## config.mk

```make
export PLATFORM = sky130hd
export DESIGN_NAME = serial_add_ctrl
export DESIGN_NICKNAME = d
export VERILOG_FILES = /design/src/rtl/serial_add_ctrl.sv
export SDC_FILE = /design/constraint.sdc
export NUM_CORES = 1
export LEC_CHECK = 0
export BUFFER_PORTS_ARGS = -buffer_cell sky130_fd_sc_hd__buf_2
export CAP_MARGIN = 20
export CORE_MARGIN = 2
export CORE_UTILIZATION = 40
export DETAILED_ROUTE_END_ITERATION = 7
export HOLD_SLACK_MARGIN = 0.12
export PLACE_DENSITY = 0.66
export SYNTH_ARGS = -nofsm -noshare
export SYNTH_HDL_FRONTEND = slang
export SYNTH_SLANG_ARGS = --single-unit
```

## constraint.sdc

```tcl
create_clock -name clk -period 2 [get_ports clk]
set_clock_uncertainty 0.15 [all_clocks]
set_input_delay 0.4 -clock clk [delete_from_list [all_inputs] [get_ports clk]]
set_output_delay 0.4 -clock clk [all_outputs]
set_load 0.05 [all_outputs]
```

## src/rtl/serial_add_ctrl.sv

```systemverilog
`default_nettype none
// ============================================================================
//  Module   : serial_add_ctrl
//  Brief    : Bit-serial add/subtract controller driving one shared full adder,
//             LSB first, with a start/busy/done handshake.
//  Revision : 1.0  initial release
// ============================================================================

module serial_add_ctrl #(
  parameter int WIDTH = 8
) (
  input  logic             clk,
  input  logic             rst_n,
  input  logic             start,
  input  logic             op_sub,
  input  logic [WIDTH-1:0] a,
  input  logic [WIDTH-1:0] b,
  input  logic             cin,
  output logic             busy,
  output logic             done,
  output logic [WIDTH-1:0] sum,
  output logic             cout,
  output logic             ovf
);

  localparam int CW = (WIDTH > 1) ? $clog2(WIDTH) : 1;
  localparam logic [CW-1:0] LAST_BIT = CW'(WIDTH - 1);

  typedef enum logic [1:0] {
    S_IDLE   = 2'd0,
    S_SHIFT  = 2'd1,
    S_FINISH = 2'd2
  } state_t;

  state_t           state_q, state_d;
  logic [WIDTH-1:0] opa_q, opa_d;
  logic [WIDTH-1:0] opb_q, opb_d;
  logic [WIDTH-1:0] res_q, res_d;
  logic [WIDTH-1:0] sum_q, sum_d;
  logic             carry_q, carry_d;
  logic             cout_q, cout_d;
  logic             ovf_q, ovf_d;
  logic [CW-1:0]    cnt_q, cnt_d;
  logic             accept;
  logic             fa_sum;
  logic             fa_co;

  fulladder u_fa (
    .A   (opa_q[0]),
    .B   (opb_q[0]),
    .C   (carry_q),
    .sum (fa_sum),
    .co  (fa_co)
  );

  always_ff @(posedge clk or negedge rst_n) begin
    if (!rst_n) begin
      state_q <= S_IDLE;
      opa_q   <= '0;
      opb_q   <= '0;
      res_q   <= '0;
      sum_q   <= '0;
      carry_q <= 1'b0;
      cout_q  <= 1'b0;
      ovf_q   <= 1'b0;
      cnt_q   <= '0;
    end else begin
      state_q <= state_d;
      opa_q   <= opa_d;
      opb_q   <= opb_d;
      res_q   <= res_d;
      sum_q   <= sum_d;
      carry_q <= carry_d;
      cout_q  <= cout_d;
      ovf_q   <= ovf_d;
      cnt_q   <= cnt_d;
    end
  end

  always_comb begin
    state_d = state_q;
    opa_d   = opa_q;
    opb_d   = opb_q;
    res_d   = res_q;
    sum_d   = sum_q;
    carry_d = carry_q;
    cout_d  = cout_q;
    ovf_d   = ovf_q;
    cnt_d   = cnt_q;
    accept  = 1'b0;

    case (state_q)
      S_IDLE: begin
        accept = start;
      end
      S_SHIFT: begin
        opa_d   = {1'b0, opa_q[WIDTH-1:1]};
        opb_d   = {1'b0, opb_q[WIDTH-1:1]};
        res_d   = {fa_sum, res_q[WIDTH-1:1]};
        carry_d = fa_co;
        cnt_d   = cnt_q + 1'b1;
        if (cnt_q == LAST_BIT) begin
          // carry_q here is the carry into the MSB; XOR with carry out gives signed overflow
          sum_d   = {fa_sum, res_q[WIDTH-1:1]};
          cout_d  = fa_co;
          ovf_d   = carry_q ^ fa_co;
          state_d = S_FINISH;
        end
      end
      S_FINISH: begin
        accept  = start;
        state_d = S_IDLE;
      end
      default: begin
        state_d = S_IDLE;
      end
    endcase

    if (accept) begin
      opa_d   = a;
      opb_d   = op_sub ? ~b : b;
      carry_d = op_sub ? 1'b1 : cin;
      cnt_d   = '0;
      state_d = S_SHIFT;
    end
  end

  assign busy = (state_q == S_SHIFT);
  assign done = (state_q == S_FINISH);
  assign sum  = sum_q;
  assign cout = cout_q;
  assign ovf  = ovf_q;

endmodule

module fulladder (
  input  logic A,
  input  logic B,
  input  logic C,
  output logic sum,
  output logic co
);

  assign sum = A ^ B ^ C;
  assign co  = (A & B) | (C & (A ^ B));

endmodule

`default_nettype wire

```

# Word-level counts from Yosys, hierarchy flattened
# Cells that the tools add are included.
dict set report classes {
  add_sub_neg 1
  n_eq_ne 5
  n_mux 14
  bitwise 7
  reduce_logical 5
}
# operator n
set op_table {}
lappend op_table {{$mux 8} 5}
lappend op_table {{$not 8->8} 1}
lappend op_table {{$mux 3} 2}
lappend op_table {{$mux 1} 4}
lappend op_table {{$mux 2} 2}
lappend op_table {{$pmux 2 s2} 1}
lappend op_table {{$reduce_and 2->1} 2}
lappend op_table {{$add 3x1->3 const B} 1}
lappend op_table {{$eq 3x3->1 const B} 1}
lappend op_table {{$ne 3x1->1 const B} 1}
lappend op_table {{$xor 1x1->1} 3}
lappend op_table {{$and 1x1->1} 2}
lappend op_table {{$eq 2x1->1 const B} 1}
lappend op_table {{$eq 2x2->1 const B} 1}
lappend op_table {{$logic_not 2->1} 1}
lappend op_table {{$ne 2x2->1 const B} 1}
lappend op_table {{$reduce_bool 2->1} 1}
lappend op_table {{$reduce_or 2->1} 1}
lappend op_table {{$or 1x1->1} 1}
dict set report word_totals {
  ff_bits 40
  elab_cells 41
}

# Depth between registers and ports, before layout
dict set report logic_depth {
  ltp_word 5
  depth_mapped 6
  ltp_nobuf 5
}

# Cells and area by module
# Synthesis repeated with hierarchy kept, for this count alone.
dict set report hier_totals {
  cells_unflattened 163
  area_unflattened_um2 1727.9
}
# mod instances cells_per_inst area_each_um2
set by_module_without_submodules {}
lappend by_module_without_submodules {serial_add_ctrl 1 162 1707.9}
lappend by_module_without_submodules {fulladder 1 1 20.0}

# Worst setup path before layout
# Ideal clock, no wire load.
dict set report synth_path {
  kind {register to register}
  start {register cnt_q[0]}
  end {register cout_q (netlist: cout)}
  arrival_time_ns 1.344
  path_slack_ns 0.381
  path_stages_with_launch 6
  n_path_buf 1
  period_less_slack_ns 1.619
  cell_sequence {dfrtp_1 ha_1 ha_1 nand3b_1 buf_6 mux2_2}
}
dict set report synth_via {
  elab_chain_cells 2
}
# item line
set synth_rtl {}
lappend synth_rtl {{from (decl)} 43} ;# logic [CW-1:0] cnt_q, cnt_d;
lappend synth_rtl {{from (signal assigned)} 76} ;# cnt_q <= cnt_d;
lappend synth_rtl {{$eq 3x3->1} 102} ;# if (cnt_q == LAST_BIT) begin
lappend synth_rtl {{$reduce_and 2->1 (no line)} --}
lappend synth_rtl {{to (signal assigned)} 74} ;# cout_q <= cout_d;
lappend synth_rtl {{to (decl)} 41} ;# logic cout_q, cout_d;
# Every way passes these cells.
# A chain may end at the register's enable or synchronous reset.

# Worst setup path in the final report
dict set report layout_path {
  start {register state_q[1]}
  end {output busy}
}
dict set report layout_via {
  elab_chain_cells 1
}
# item line
set layout_rtl {}
lappend layout_rtl {{from (decl)} 35} ;# state_t state_q, state_d;
lappend layout_rtl {{from (signal assigned)} 68} ;# state_q <= state_d;
lappend layout_rtl {{$eq 2x1->1} 128} ;# assign busy = (state_q == S_SHIFT);
lappend layout_rtl {{to (decl)} 19} ;# output logic busy,
# Every way passes these cells.

==> tab_implementation.tex <==
\begin{tabular}{lr}
\hline
Metric & Value \\
\hline
\multicolumn{2}{l}{\textbf{Logic synthesis}} \\
Mean cell area of the mapped netlist & 10.66 sq um \\
Number of nets in the synthesized netlist & 185 \\
Area contributors post-synth & dfrtp\_1, nand2\_1, mux2\_2, a31oi\_1, nor2\_1 \\
Library cell occupying the most area in the post-synthesis netlist & dfrtp\_1 \\
Async SR Flop Fraction & 1.000 \\
Netlist area before placement & 1717 sq um \\
Count of different cell masters after synthesis & 29 \\
Share of Yosys cell area claimed by the top area cell type & 0.5685 \\
Top\_reg\_cell synth & dfrtp\_1 \\
Post-synthesis sequential area ratio & 0.5685 \\
Synthesis warning total & 0 \\
Synthesis-stage register bit count & 39 \\
Number of instances in the synthesized netlist & 161 \\
Post-synth EDFFs & 0 \\
\multicolumn{2}{l}{\textbf{Timing}} \\
Worst slew pin tran & 0.4062 ns \\
Share of the clock period used by the worst path & 0.9498 \\
Endpoints failing setup & 0 \\
Setup slack of the critical path after layout & 0.1004 ns \\
Unrepaired setup endpoints after global routing & false \\
Number of hold-slack violations in the final timing report & 0 \\
Setup TNS after final layout & 0 ns \\
Remaining max-slew budget at the tightest pin & 0.7292 \\
Final Max Tran Viols & 0 \\
Highest Clock Rate & 526.4 MHz \\
Post-layout minimum cycle time & 1.900 ns \\
Worst-case hold slack & 0.1847 ns \\
\multicolumn{2}{l}{\textbf{Cells and area}} \\
Final cell area excluding filler cells & 2021 sq um \\
Area added between synthesis and finish & 17.71\% \\
Antenna diode count & 0 \\
Number of fillers in the final layout & 394 \\
Fraction of final layout cells with drive strength greater than 1 & 0.2806 \\
Post-layout net count & 221 \\
\multicolumn{2}{l}{\textbf{Job}} \\
Max-cap check violation count & 0 \\
\multicolumn{2}{l}{\textbf{Die}} \\
Number of placed I/O pins & 33 \\
Rows & 23 \\
Die Area & 4832 sq um \\
Placeable Area & 4058 sq um \\
Vertical extent of the die & 69.51 microns \\
Starting density of the core & 0.4231 \\
Chip width & 69.51 microns \\
\multicolumn{2}{l}{\textbf{Routing}} \\
Routed wl met2 & 1524 microns \\
Top Metal Used & met4 \\
Iteration-0 DRC Markers & 78 \\
Final antenna-violating net count & 0 \\
Total wire length after detailed routing & 3202 microns \\
Vias/cell & 4.939 \\
Met3 WL & 171 microns \\
Number of iterations in the first detailed-routing pass & 4 \\
Remaining DRCs & 0 \\
WL per Instance & 13.02 microns \\
Length of routed wiring on met1 & 1466 microns \\
DR vias & 1,215 \\
\multicolumn{2}{l}{\textbf{GRT}} \\
Pin count of the biggest net entering global routing & 28 \\
Overflow left after global routing & 0 \\
Initial antenna violation count & 0 \\
Overall routing resource usage & 0.1455 \\
Global-route wire length before repair & 5568 microns \\
Via count of the first global-routing pass & 1,254 \\
\multicolumn{2}{l}{\textbf{CTS}} \\
CTS Hold Buffers Added & 1 \\
Post-cts resize count & 0 \\
Total number of H-tree levels & 2 \\
Deepest clock path buffer count & 2 \\
Worst skew pair latency & 0.28 ns \\
Clock Pin Slew Worst Setup and Hold Paths & 0.07 ns \\
Clock Root Buffer & clkbuf\_8 \\
Number of buffers added by the clock tree synthesis step & 5 \\
Clock tree from TritonCTS & done \\
Clock tree sinks & 39 \\
Total setup buffers inserted after CTS & 0 \\
\multicolumn{2}{l}{\textbf{Critical path}} \\
Launching element type of the critical path & register \\
Arrival time of the worst setup path & 1.35 ns \\
Crit path required time & 1.45 ns \\
Critical setup path kind & register to output port \\
Kind of end point of the critical path & output port \\
Crit-path max FO & 19 \\
\multicolumn{2}{l}{\textbf{Run status}} \\
Status & completed \\
\multicolumn{2}{l}{\textbf{Placement}} \\
Placer's final routability congestion estimate & 0.7524 \\
Pre-CTS setup slack & 0.2865 ns \\
Port-buffer cells & 32 \\
Placed wire-length estimate & 2172 microns \\
Instance area at placement & 1938 sq um \\
\multicolumn{2}{l}{\textbf{Power and ir drop}} \\
Share of total power in combinational logic & 0.459 \\
Static leakage & 0.9969 nW \\
Switching part of the total & 0.4256 \\
Net Switching & 0.001461 W \\
Part of the total power dissipated in sequential elements & 0.403 \\
Clock network fraction of total power & 0.138 \\
VDD IR-drop max & 0.5137 mV \\
Internal portion of total power & 0.001972 W \\
Pwr dens & 1699 nW/um\^{}2 \\
\multicolumn{2}{l}{\textbf{Worst hold path}} \\
Hold crit path type & primary input to register \\
\hline
\end{tabular}
-- per-stage QoR --
| stage | cells | total power (W) | utilization |
|---|---|---|---|
| finish | 246 | 0.003433 | 0.4980 |
| floorplan | 161 | 0.002624 | - |
| CTS | 246 | 0.003480 | 0.4980 |
| global route | 246 | 0.003713 | 0.4980 |
| detailed placement | 239 | 0.002990 | 0.4776 |
| global placement | 239 | 0.002951 | 0.4776 |
-- synthesized netlist by cell type, drive strengths merged (2+ instances only) --
master and number:
ha 2, dfrtp 39, nand2b 2, a22o 3
a221o 3, nand3 3, a22oi 2, xnor2 3
buf 8, and2b 2, nor2 15, o21ai 3
xor2 6, mux2 9, inv 2, nand2 44
a31oi 9
-- cell usage in the layout, fill, tap and decap left out --
master	n
nand2_1	44
o22ai_1	1
a31oi_1	9
dfrtp_1	39
nand3b_1	1
clkbuf_1	1
and2b_2	1
a221o_1	3
fa_1	1
a22o_1	3
nand2b_2	1
clkbuf_8	5
inv_4	1
and2b_1	1
inv_1	1
nor2_1	14
ha_1	2
nor3_1	1
o21ai_0	3
buf_4	3
a22oi_1	2
nand3_1	3
nor2_4	1
nand2b_1	1
a21oi_1	1
xor2_1	6
mux2_2	9
xnor2_1	3
buf_2	32
buf_12	2
dlygate4sd3_1	1
-- flip-flops by register name (all words and copies together) (netlist names) --
| signal | flops |
|---|---|
| opb_q | 8 |
| res_q | 7 |
| cout | 1 |
| cnt_q | 3 |
| carry_q | 1 |
| state_q | 2 |
| ovf | 1 |
| sum | 8 |
| opa_q | 8 |
-- power groups by stage --
stage	Clock (W)	Sequential, W	Combinational, W
finish	0.000473	0.00138	0.00158
global route	0.000531	0.00143	0.00175
CTS	0.000492	0.00139	0.00160
detailed placement	0	0.00140	0.00159
global placement	0	0.00139	0.00156
floorplan	0	0.00170	0.000929
-- worst max-delay path, stage by stage, from the launching register on --
cell      delay (ns)
dfrtp_1         0.38
nand2b_2        0.20
inv_4           0.17
buf_2           0.30
-- area by class of cell --
| cell class | instances | area [sq um] | share of cell area |
|---|---|---|---|
| multi-input cells | 111 | 666.9 | 0.3300 |
| flip-flops and latches | 39 | 975.9 | 0.4830 |
| clock buffers | 6 | 72.57 | 0.03591 |
| repair buffers | 38 | 232.7 | 0.1152 |
| well taps | 50 | 62.56 | 0.03096 |
| inverters | 2 | 10.01 | 0.004954 |
-- per-layer routing --
layer / up-vias / global-route usage
met5: - / 0
met1: 570 / 0.1785
li1: 602 / -
met3: 7 / 0.05087
met4: 0 / 0.04575
met2: 36 / 0.2404
-- worst paths after layout --
path                             from        to  slack [ns]  depth (start not counted)
hold / removal                   a[1]  opa_q[1]        0.18                          3
setup / recovery           state_q[1]      busy        0.10                          3
setup reg to reg             cnt_q[0]    sum[6]        0.28                          5
hold reg to reg              res_q[1]  res_q[1]        0.32                          2
min in group asynchronous       rst_n    sum[0]        0.42                          2
max in group asynchronous       rst_n  opa_q[2]        0.82                          3
-- logic make-up (layout without fill, tap and decap cells) --
family                     count (synthesis)  in the layout  synth area share
and+or+nand+nor                           68             68            0.1676
DFF                                       39             39            0.5685
AOI/OAI and AO/OA                         22             22           0.08965
buffers and inverters                     11             46           0.04300
xor gates and xnor gates                   9              9           0.04592
muxes                                      9              9           0.05904
adders and majority gates                  3              3           0.02624
Note: power is estimated with default switching activity, not from simulation.
